File: src/rtl/can_fault_confinement_ctrl.sv
// can_fault_confinement_ctrl: CAN TEC/REC error-state keeper and error/overload frame request scheduler
module can_fault_confinement_ctrl #(
  parameter int unsigned PASSIVE_LIM = 128,
  parameter int unsigned BUSOFF_LIM  = 256,
  parameter int unsigned MAX_OVRLD   = 2,
  parameter int unsigned RECOV_SEQS  = 128,
  parameter int unsigned DONE_TMO    = 64
) (
  input  logic       SP,
  input  logic       reset,
  input  logic       RX,
  input  logic       ERR_BIT,
  input  logic       ERR_IS_TX,
  input  logic       TX_OK,
  input  logic       RX_OK,
  input  logic       OVRLD_REQ,
  input  logic       F_ITMSS,
  output logic       F_OVRLD,
  output logic       FLAG_KIND,
  output logic       FLAG_PASSIVE,
  output logic [8:0] TEC,
  output logic [7:0] REC,
  output logic [1:0] ERR_STATE,
  output logic       BUSY
);
  localparam int OVL_W = $clog2(MAX_OVRLD + 1);
  localparam int SEQ_W = $clog2(RECOV_SEQS + 1);
  localparam int TMO_W = $clog2(DONE_TMO + 1);
  localparam logic [8:0] TEC_PAS = 9'(PASSIVE_LIM);
  localparam logic [7:0] REC_PAS = 8'(PASSIVE_LIM);
  localparam logic [8:0] TEC_OFF = 9'(BUSOFF_LIM);
  localparam logic [OVL_W-1:0] OVL_MAX = OVL_W'(MAX_OVRLD);
  localparam logic [SEQ_W-1:0] SEQ_MAX = SEQ_W'(RECOV_SEQS);
  localparam logic [TMO_W-1:0] TMO_MAX = TMO_W'(DONE_TMO);

  typedef enum logic [1:0] {IDLE, REQ, WAIT_DONE, BUSOFF} state_t;

  state_t state_q, state_d;
  logic [8:0] tec_q, tec_d;
  logic [7:0] rec_q, rec_d;
  logic busoff_q, busoff_d, kind_q, kind_d, passive_q, passive_d;
  logic [OVL_W-1:0] ovl_q, ovl_d, ovl_base;
  logic [3:0] bit_q, bit_d;
  logic [SEQ_W-1:0] seq_q, seq_d;
  logic [TMO_W-1:0] tmo_q, tmo_d;
  logic upd, take_err, take_ovl, recov;

  // state and datapath registers, all cleared asynchronously
  always_ff @(posedge SP or posedge reset) begin
    if (reset) begin
      state_q   <= IDLE;
      tec_q     <= '0;
      rec_q     <= '0;
      busoff_q  <= 1'b0;
      kind_q    <= 1'b0;
      passive_q <= 1'b0;
      ovl_q     <= '0;
      bit_q     <= '0;
      seq_q     <= '0;
      tmo_q     <= '0;
    end else begin
      state_q   <= state_d;
      tec_q     <= tec_d;
      rec_q     <= rec_d;
      busoff_q  <= busoff_d;
      kind_q    <= kind_d;
      passive_q <= passive_d;
      ovl_q     <= ovl_d;
      bit_q     <= bit_d;
      seq_q     <= seq_d;
      tmo_q     <= tmo_d;
    end
  end

  // counter updates, bus-off recovery, request arbitration and next state
  always_comb begin
    upd   = state_q != BUSOFF;
    tec_d = tec_q;
    rec_d = rec_q;
    if (upd && ERR_BIT && ERR_IS_TX) tec_d = (tec_q > 9'd503) ? 9'd511 : tec_q + 9'd8;
    if (upd && TX_OK && tec_d != '0) tec_d = tec_d - 9'd1;
    if (upd && ERR_BIT && !ERR_IS_TX && rec_q != '1) rec_d = rec_q + 8'd1;
    if (upd && RX_OK) rec_d = (rec_d > 8'd127) ? 8'd120 : (rec_d != '0) ? rec_d - 8'd1 : rec_d;
    busoff_d = busoff_q | (upd && tec_d >= TEC_OFF);
    bit_d = '0;
    seq_d = seq_q;
    if (!upd && RX) begin
      bit_d = (bit_q == 4'd10) ? '0 : bit_q + 4'd1;
      seq_d = (bit_q == 4'd10) ? seq_q + 1'b1 : seq_q;
    end
    recov    = !upd && seq_d == SEQ_MAX;
    ovl_base = (TX_OK || RX_OK) ? '0 : ovl_q;
    take_err = state_q == IDLE && ERR_BIT && !busoff_d;
    take_ovl = state_q == IDLE && OVRLD_REQ && !ERR_BIT && !busoff_d && ovl_base < OVL_MAX;
    ovl_d     = take_ovl ? ovl_base + 1'b1 : ovl_base;
    kind_d    = take_err ? 1'b1 : take_ovl ? 1'b0 : kind_q;
    passive_d = take_err ? (tec_d >= TEC_PAS || rec_d >= REC_PAS) : take_ovl ? 1'b0 : passive_q;
    tmo_d     = (state_q == WAIT_DONE) ? tmo_q + 1'b1 : '0;
    if (recov) begin
      tec_d    = '0;
      rec_d    = '0;
      busoff_d = 1'b0;
      bit_d    = '0;
      seq_d    = '0;
      ovl_d    = '0;
    end
    state_d = busoff_d ? BUSOFF :
              (state_q == IDLE)      ? ((take_err || take_ovl) ? REQ : IDLE) :
              (state_q == REQ)       ? WAIT_DONE :
              (state_q == WAIT_DONE) ? ((!F_ITMSS || tmo_d == TMO_MAX) ? IDLE : WAIT_DONE) :
              IDLE;
  end

  // outputs decoded from registered state
  always_comb begin
    F_OVRLD      = state_q != REQ;
    BUSY         = state_q != IDLE;
    FLAG_KIND    = kind_q;
    FLAG_PASSIVE = passive_q;
    TEC          = tec_q;
    REC          = rec_q;
    ERR_STATE    = busoff_q ? 2'b10 : (tec_q >= TEC_PAS || rec_q >= REC_PAS) ? 2'b01 : 2'b00;
  end
endmodule

File: config.mk
export PLATFORM = sky130hd
export DESIGN_NAME = can_fault_confinement_ctrl
export DESIGN_NICKNAME = d
export VERILOG_FILES = /design/src/rtl/can_fault_confinement_ctrl.sv
export SDC_FILE = /design/constraint.sdc
export NUM_CORES = 1
export LEC_CHECK = 0
export ABC_AREA = 1
export CORE_MARGIN = 2
export CORE_UTILIZATION = 28
export CTS_CLUSTER_SIZE = 16
export DETAILED_ROUTE_END_ITERATION = 12
export HOLD_SLACK_MARGIN = 0.05
export PLACE_DENSITY = 0.59
export RECOVER_POWER = 50
export SYNTH_ARGS = -nofsm -noshare
export SYNTH_HDL_FRONTEND = slang
export SYNTH_SLANG_ARGS = --single-unit
File: constraint.sdc
create_clock -name SP -period 2.5 [get_ports SP]
set_clock_uncertainty 0.2 [all_clocks]
set_input_delay 0.25 -clock SP [delete_from_list [all_inputs] [get_ports SP]]
set_output_delay 0.25 -clock SP [all_outputs]
set_load 0.005 [all_outputs]
# Word-level counts from Yosys, hierarchy flattened
# Cells that the tools add are included.
# totals
out_inout_bits,23
regBits,43
# classes
n_reduce_logical,31
n_addsub,8
n_lt_le_gt_ge,8
n_mux,31
n_eq_ne,8
bitwise_logic,1
# ops
operator,n
$mux W8,8
$mux W9,4
$ge A9 B8 Y1 const B,2
$mux W2,9
$add A8 B1 Y8 const B,2
$ge A8 B8 Y1 const B,2
$logic_and A1 B1 Y1,16
$mux W4,3
$add A9 B4 Y9 const B,1
$ge A9 B9 Y1 const B,1
$gt A9 B9 Y1 const B,1
$reduce_bool A9 Y1,1
$sub A9 B1 Y9 const B,1
$eq A8 B8 Y1 const B,1
$gt A8 B7 Y1 const B,1
$ne A8 B8 Y1 const B,1
$reduce_bool A8 Y1,1
$sub A8 B1 Y8 const B,1
$add A7 B1 Y7 const B,1
$eq A7 B7 Y1 const B,1
$mux W7,1
$mux W1,6
$logic_not A1 Y1,5
$logic_or A1 B1 Y1,5
other kinds (11),12

# Logic depth before layout (Yosys ltp)
# Gate-level depths: netlist of run 1.
# depth
word_depth,17
mapped_depth,19
ltp_nobuf,18

# Worst setup path after synthesis of run 1
# No wires, ideal clock.
# synth_path
path_type,register to register
start,"reg tec_q[3], in the netlist TEC[3]"
end,"reg passive_q, in the netlist FLAG_PASSIVE"
n_path_buf,1
required_time_ps,2184
setup_slack_ps,31
path_stages_with_launch,20
setup_time_ps,116
t_arrival_ps,2153
synth_period_minus_slack_ps,2469
cell_sequence,dfrtp_1 -> inv_1 -> ha_1 -> nand2_1 -> o21ai_0 -> nand4_1 -> buf_4 -> nand2_1 -> inv_1 -> ha_1 -> nand2_1 -> nor2_1 -> nand4_1 -> nand2_2 -> inv_2 -> nand2_1 -> nand2_1 -> nand2_1 -> nand2_1 -> nand2_1
# synth_between
elab_chain_len,13
word_cells_on_any_way,19
# synth_rtl
element,line,source
from (decl),39,"logic [8:0] tec_q, tec_d;"
from (signal assigned),63,tec_q <= tec_d;
$add A9 B4 Y9 or $gt A9 B9 Y1 (tied branches),80,if (upd && ERR_BIT && ERR_IS_TX) tec_d = (tec_q > 9'd503) ? 9'd511 : tec_q + 9'd8;
$mux W9,80,
$mux W9 (*),80,
"parallel branches: the longest is 2 deep, another holds $sub A9 B1 Y9",--,
$mux W9 (*),81,if (upd && TX_OK && tec_d != '0) tec_d = tec_d - 9'd1;
$ge A9 B9 Y1,84,busoff_d = busoff_q | (upd && tec_d >= TEC_OFF);
$logic_and A1 B1 Y1,84,
$or A1 B1 Y1,84,
$logic_not A1 Y1,"93, 94",
$logic_and A1 B1 Y1 (2 in a row),94,take_ovl = state_q == IDLE && OVRLD_REQ && !ERR_BIT && !busoff_d && ovl_base < OVL_MAX;
$reduce_bool A2 Y1 (no line),--,
to (signal assigned),67,passive_q <= passive_d;
to (decl),41,"logic busoff_q, busoff_d, kind_q, kind_d, passive_q, passive_d;"
# Mark *: on every way between the ends.
# A chain may end at the register's enable or synchronous reset.

# Worst setup path after layout of run 1
# layout_path
start,"reg tec_q[3], in the netlist TEC[3]"
end,"reg tec_q[1], in the netlist TEC[1]"
# layout_between
elab_chain_len,7
word_cells_on_any_way,9
# layout_rtl
element,line,source
$add A9 B4 Y9 or $gt A9 B9 Y1 (tied branches),80,
$mux W9,80,
$mux W9 (*),80,
"parallel branches: the longest is 2 deep, another holds $sub A9 B1 Y9",--,
$mux W9 (*),81,
$mux W9 (*),99,if (recov) begin
via tec_d[1],39,
# Mark *: on every way through the listed nets, which the timed path passes.

==> results of run 1 <==
[registers in the layout, indices dropped and copies added (netlist names)]
| name | count |
|---|---|
| REC | 8 |
| FLAG_KIND | 1 |
| bit_q | 4 |
| tmo_q | 7 |
| ovl_q | 2 |
| state_q | 2 |
| TEC | 9 |
| FLAG_PASSIVE | 1 |
| seq_q | 8 |
| busoff_q | 1 |
[per-layer routing]
layer | vias up | part of all wire (%) | global-route usage (%)
li1 | 1453 | - | -
met2 | 53 | 47 | 20.6
met1 | 1299 | 47 | 17.0
met4 | 0 | 1.1 | 3.75
met3 | 7 | 4.0 | 2.72
met5 | - | 0 | 0
[where the power goes]
part / internal [mW] / switching (mW) / total [mW]
Clock: 0.400 / 0.246 / 0.646
Sequential: 0.708 / 0.0128 / 0.720
Combinational: 0.0603 / 0.0780 / 0.138
Total: 1.17 / 0.337 / 1.50
[synth_stat cells (all sizes together), types with 2 or more instances]
cell type  instances  area share, %
a21oi             15            2.9
a31oi              3           0.62
buf                2           0.50
dfrtp             43             36
ha                12            5.0
inv               75            9.4
nand2            118             16
nand3             37            7.0
nand4              9            2.3
nor2              59            9.0
nor3               6            1.0
nor4               2           0.42
o211ai             2           0.50
o21ai             13            2.3
o21bai             4            1.0
xor2              16            4.9
[layout make-up]
| class | count | area share (%) |
|---|---|---|
| clock buffers | 6 | 1.83 |
| clock inverters | 2 | 1.52 |
| inverters | 75 | 7.24 |
| multi-input cells | 303 | 43.5 |
| flip-flops and latches | 43 | 27.3 |
| well taps | 136 | 4.30 |
| repair buffers | 61 | 14.1 |
| repair inverters | 1 | 0.190 |
[worst max path at each step]
stage	start	to	slack [ns]	cells after the start
CTS	TEC[3]	FLAG_PASSIVE	0.01	18
detailed placement	ERR_BIT	FLAG_PASSIVE	-0.08	17
floorplan	TEC[3]	FLAG_PASSIVE	0.03	19
global placement	ERR_BIT	FLAG_PASSIVE	-0.05	16
global route	TEC[3]	FLAG_PASSIVE	-0.15	18
finish	TEC[3]	TEC[1]	0.05	14
[cells by family (layout without fill, tap and decap cells)]
logic type	Yosys count	after routing	synth area share, %
simple gates	233	234	36.1
compound gates	40	40	8.10
fa+ha+maj	12	12	4.98
buf+inv	77	145	9.93
flops	43	43	35.7
xor+xnor	17	17	5.19
[placed cells by master, fill, tap and decap left out, types with 9 or more instances in the layout]
cell type,netlist,layout
nand2_1,108,101
inv_1,69,66
nor2_1,49,47
dfrtp_1,43,41
nand3_1,32,30
clkdlybuf4s50_1,0,30
buf_4,2,27
xor2_1,15,15
nand2_2,7,14
a21oi_1,14,13
nor2_2,7,9
ha_1,12,9
[what timing repair did]
action	in CTS	in global routing
setup buffers	1	7
pin swaps	1	15
endpoints found under the setup margin	10	23
gates resized for setup	2	28
cloned	0	2
==> impl_metrics.json, run 1 <==
{
  "period_needed_ns": 2.45,
  "initialDrtViolationCount": 98,
  "finalHoldViolCount": 0,
  "numCtsBuffers": 5,
  "cpMaxStageDelayCell": "dfrtp_1",
  "num_rows": 37,
  "critical_path_required_ns": 2.49,
  "setup_violations": 0,
  "dpl_cell_area_mm2": 0.00368,
  "setup_ws_ns": 0.0504,
  "wl_mm": 7.28,
  "max-cap-violations": 0,
  "hold_start": "bit_q[0]",
  "crit_chain": "buf_4, nor2_1, nand3_1, nand4_1, nand2_1, inv_2, ha_4, nand2_2, nor2_2, nand4_1, nand2_2, clkinvlp_4, o21ai_1, nor2_1",
  "p_per_area_mw_per_mm2": 380,
  "io_buffers": 31,
  "clk_latency_ns": 0.30,
  "grt_pass1_vias": 2604,
  "power_mw": 1.50,
  "register_area_mm2": 0.00108,
  "max_slew.worst_pin.slew_ns": 1.08,
  "whs_path_depth": 1,
  "critical-path-top-delay-family": "simple AND/OR/NAND/NOR gates",
  "cts_tree": "done",
  "yosysWarningCount": 0,
  "io-pin-count": 32,
  "diodes": 0,
  "die-area_mm2": 0.0116,
  "period_share_pct": 98.0,
  "grt_pass1_wl_mm": 11.9,
  "antenna_found_initial": 0,
  "die_h_um": 108,
  "worstHoldEndpoint": "bit_q[0]",
  "clock-sinks": 43,
  "dp_hpwl_mm": 5.58,
  "grt.overflow.total": 0,
  "final_max_slew_viol_count": 0,
  "cp_slowest_stage_delay_ns": 0.42,
  "wl_per_cell_um": 11.6,
  "synth_seq_area_share_pct": 35.7,
  "fin_area_mm2": 0.00396,
  "arrival_ns": 2.44,
  "synth_area_mm2": 0.00301,
  "holdWs_ns": 0.284,
  "cts-root-buf": "clkbuf_8",
  "fmax_ghz": 0.408,
  "status": "complete, no violations",
  "rr_startpoint": "TEC[3]",
  "fin_tns_setup_ns": 0,
  "synth-edff-count": 0,
  "fin_nets": 511,
  "synth-async-reset-ratio_pct": 100,
  "path_class": "register to register",
  "ys_dominant_reg_cell": "dfrtp_1",
  "p_leak_nw": 1.99,
  "post-place-cells": 610,
  "grt_max_degree": 44,
  "critPathLaunchType": "register",
  "gp_congestion": 0.883,
  "via_per_inst": 4.48,
  "ant_nets": 0,
  "hp-class": "register to register",
  "rr_endpoint": "TEC[1]",
  "n_fill_cell": 1078,
  "die_w_um": 108,
  "areaGrowthSynthToFinish_pct": 31.3,
  "grt_util_all_layers_pct": 12.7,
  "vias": 2812,
  "core_mm2": 0.0104,
  "crit_fanout": 4,
  "netlist_instances": 422,
  "start_util_pct": 29.1,
  "path_buf_inv": 3,
  "cts_buffer_depth": 2,
  "cts.clk_slew.worst_paths_ns": 0.09,
  "instances_no_fill": 627,
  "relSlewSlack_pct": 27.8,
  "avgSynthCellArea_um2": 7.14,
  "synth_nets": 443,
  "drc": 0,
  "rrSetupSlack_ns": 0.05,
  "ys_types": 35,
  "fin_util_pct": 38.2,
  "ff2ff_path_depth": 14,
  "drive_gt1_share_pct": 19.8,
  "drtPass1Iterations": 6,
  "multi_input_area_mm2": 0.00172,
  "htree_levels": 2,
  "synth_seq_cells": 43,
  "dp_slack_ns": -0.0793,
  "rsz0062_at_grt": "yes",
  "peakVddDrop_mv": 0.202,
  "setup.worst_path.end_class": "register",
  "cts_hold_buf": 0
}
(Power assumes the default switching activity.)
==> run 2, diff against run 1 <==
Settings changed: CORE_MARGIN 2 to unset, GPL_TIMING_DRIVEN set to 0.
==> impl_metrics.json, run 2 (synthesized netlist as in run 1, its figures left out) <==
{
  "grt_max_degree": 28,
  "gp_congestion": 0.809,
  "peakVddDrop_mv": 0.209,
  "p_leak_nw": 2.01,
  "diodes": 0,
  "rsz0062_at_grt": "yes",
  "period_needed_ns": 2.46,
  "internal_power_mw": 0.966,
  "drive_gt1_share_pct": 23.9,
  "mostFrequentLayoutCell": "nand2_1",
  "arrival_ns": 2.46,
  "crit_fanout": 5,
  "num_rows": 37,
  "final_max_slew_viol_count": 0,
  "fmax_ghz": 0.406,
  "die_h_um": 106,
  "clk_latency_ns": 0.30,
  "cts-root-buf": "clkbuf_8",
  "core_mm2": 0.0104,
  "grt.overflow.total": 0,
  "wl_per_cell_um": 12.0,
  "dp_hpwl_mm": 5.35,
  "power_mw": 1.32,
  "status": "complete, no violations",
  "period_share_pct": 98.4,
  "initialDrtViolationCount": 163,
  "p_switching_mw": 0.356,
  "fin_util_pct": 39.3,
  "hp-class": "input port to async pin",
  "cts_hold_buf": 0,
  "critical_path_required_ns": 2.50,
  "p_comb_share_pct": 11.1,
  "cts_tree": "done",
  "start_util_pct": 29.1,
  "holdWs_ns": 0.285,
  "ant_nets": 0,
  "seqPwrFrac_pct": 54.7,
  "numCtsBuffers": 5,
  "power_frac_clock_pct": 34.3,
  "p_sw_share_pct": 26.9,
  "vias": 2851,
  "areaGrowthSynthToFinish_pct": 35.2,
  "wl_mm": 7.58,
  "max_slew.worst_pin.slew_ns": 0.704,
  "antenna_found_initial": 0,
  "cts.clk_slew.worst_paths_ns": 0.09,
  "drtPass1Iterations": 4,
  "p_per_area_mw_per_mm2": 325,
  "setup.worst_path.end_class": "register",
  "finalHoldViolCount": 0,
  "critPathLaunchType": "register",
  "htree_levels": 2,
  "final_cell_mix": "nand2_1, inv_1, nor2_1",
  "grt_util_all_layers_pct": 13.6,
  "grt_pass1_vias": 2654,
  "via_per_inst": 4.53,
  "clock-sinks": 43,
  "io-pin-count": 32,
  "setup_violations": 0,
  "n_fill_cell": 1074,
  "die_w_um": 106,
  "grt_pass1_wl_mm": 12.1,
  "io_buffers": 31,
  "relSlewSlack_pct": 53.1,
  "fin_nets": 513,
  "drc": 0,
  "largest_register_ffs": 9,
  "die-area_mm2": 0.0112,
  "cts_buffer_depth": 2,
  "max-cap-violations": 0,
  "path_class": "register to register"
}
[run 2: cell types whose count changed in the layout (fill, tap and decap cells not counted), moves of 2 or more]
cell and change:
nand2_1 -12, nor2_4 +8, nor2_2 -7, nand2_4 +6
nand2_2 +5, ha_1 -3, buf_12 -2, buf_6 +2
bufinv_16 -2, clkinvlp_4 +2, ha_2 +2, inv_4 +2
nand3_1 +2, nand3_2 -2
[run 2: what timing repair did]
item,CTS,global route
pin swaps,3,19
setup buffers,9,20
gates cloned,1,1
endpoints found under the setup margin,17,27
resized for setup,17,57
[run 2: worst paths after layout]
kind | slack (ns) | cells past startpoint | endpoint | start
setup / recovery | 0.04 | 19 | FLAG_PASSIVE | TEC[3]
hold reg to reg | 0.29 | 1 | bit_q[0] | bit_q[0]
setup reg to reg | 0.04 | 19 | FLAG_PASSIVE | TEC[3]
min in group SP | 0.29 | 1 | bit_q[0] | bit_q[0]
max in group asynchronous | 0.64 | 3 | REC[1] | reset
hold / removal | 0.29 | 2 | FLAG_PASSIVE | reset
[run 2: routing by layer]
layer	vias up	share of wire (%)	GRT usage, %
met2	50	49	22.5
met5	-	0	0
met1	1338	47	17.7
met3	2	4.1	3.09
met4	0	0.44	3.47
li1	1461	-	-
[run 2: final cells by class]
class	instances	area, um^2	share of cell area [%]
Multi-Input combinational cell	303	1870	46.0
Sequential cell	43	1080	26.5
Timing Repair Buffer	61	544	13.4
Inverter	75	292	7.16
Tap cell	136	170	4.18
Clock buffer	5	68.8	1.69
Clock inverter	3	20.0	0.492
Buffer	2	18.8	0.461
Timing Repair inverter	1	7.51	0.184
[run 2: power by group through the flow]
| stage | clock network [mW] | logic, mW | registers, mW |
|---|---|---|---|
| 6_report | 0.453 | 0.146 | 0.723 |
| 5_1_grt | 0.500 | 0.163 | 0.726 |
| 4_1_cts | 0.468 | 0.130 | 0.723 |
| 3_5_place_dp | 0 | 0.128 | 0.737 |
| 3_3_place_gp | 0 | 0.122 | 0.737 |
| 2_1_floorplan | 0 | 0.0772 | 0.734 |
[run 2: worst max-delay path, stage by stage (launching register included)]
cell and delay, ns:
dfrtp_1 0.42, inv_2 0.09, ha_4 0.13, nand2_2 0.04, o21ai_2 0.16, nand4_1 0.16
buf_6 0.17, nand2_4 0.07, inv_4 0.04, ha_4 0.15, nand2_2 0.08, nor2_4 0.05
nand4_1 0.11, nand2_4 0.11, inv_4 0.10, nand2_2 0.05, nand2_2 0.08, nand2_2 0.06
nand2_2 0.06, nand2_2 0.04
[run 2: metrics by stage]
stage / instances / area, um^2 / setup slack [ns] / TNS (ns)
6_report: 629 / 4070 / 0.0389 / 0
3_3_place_gp: 589 / 3490 / -0.515 / -6.23
3_5_place_dp: 590 / 3510 / -0.486 / -5.70
5_1_grt: 629 / 4070 / -0.107 / -0.791
4_1_cts: 608 / 3720 / 0.00795 / 0
2_1_floorplan: 422 / 3010 / 0.0306 / 0
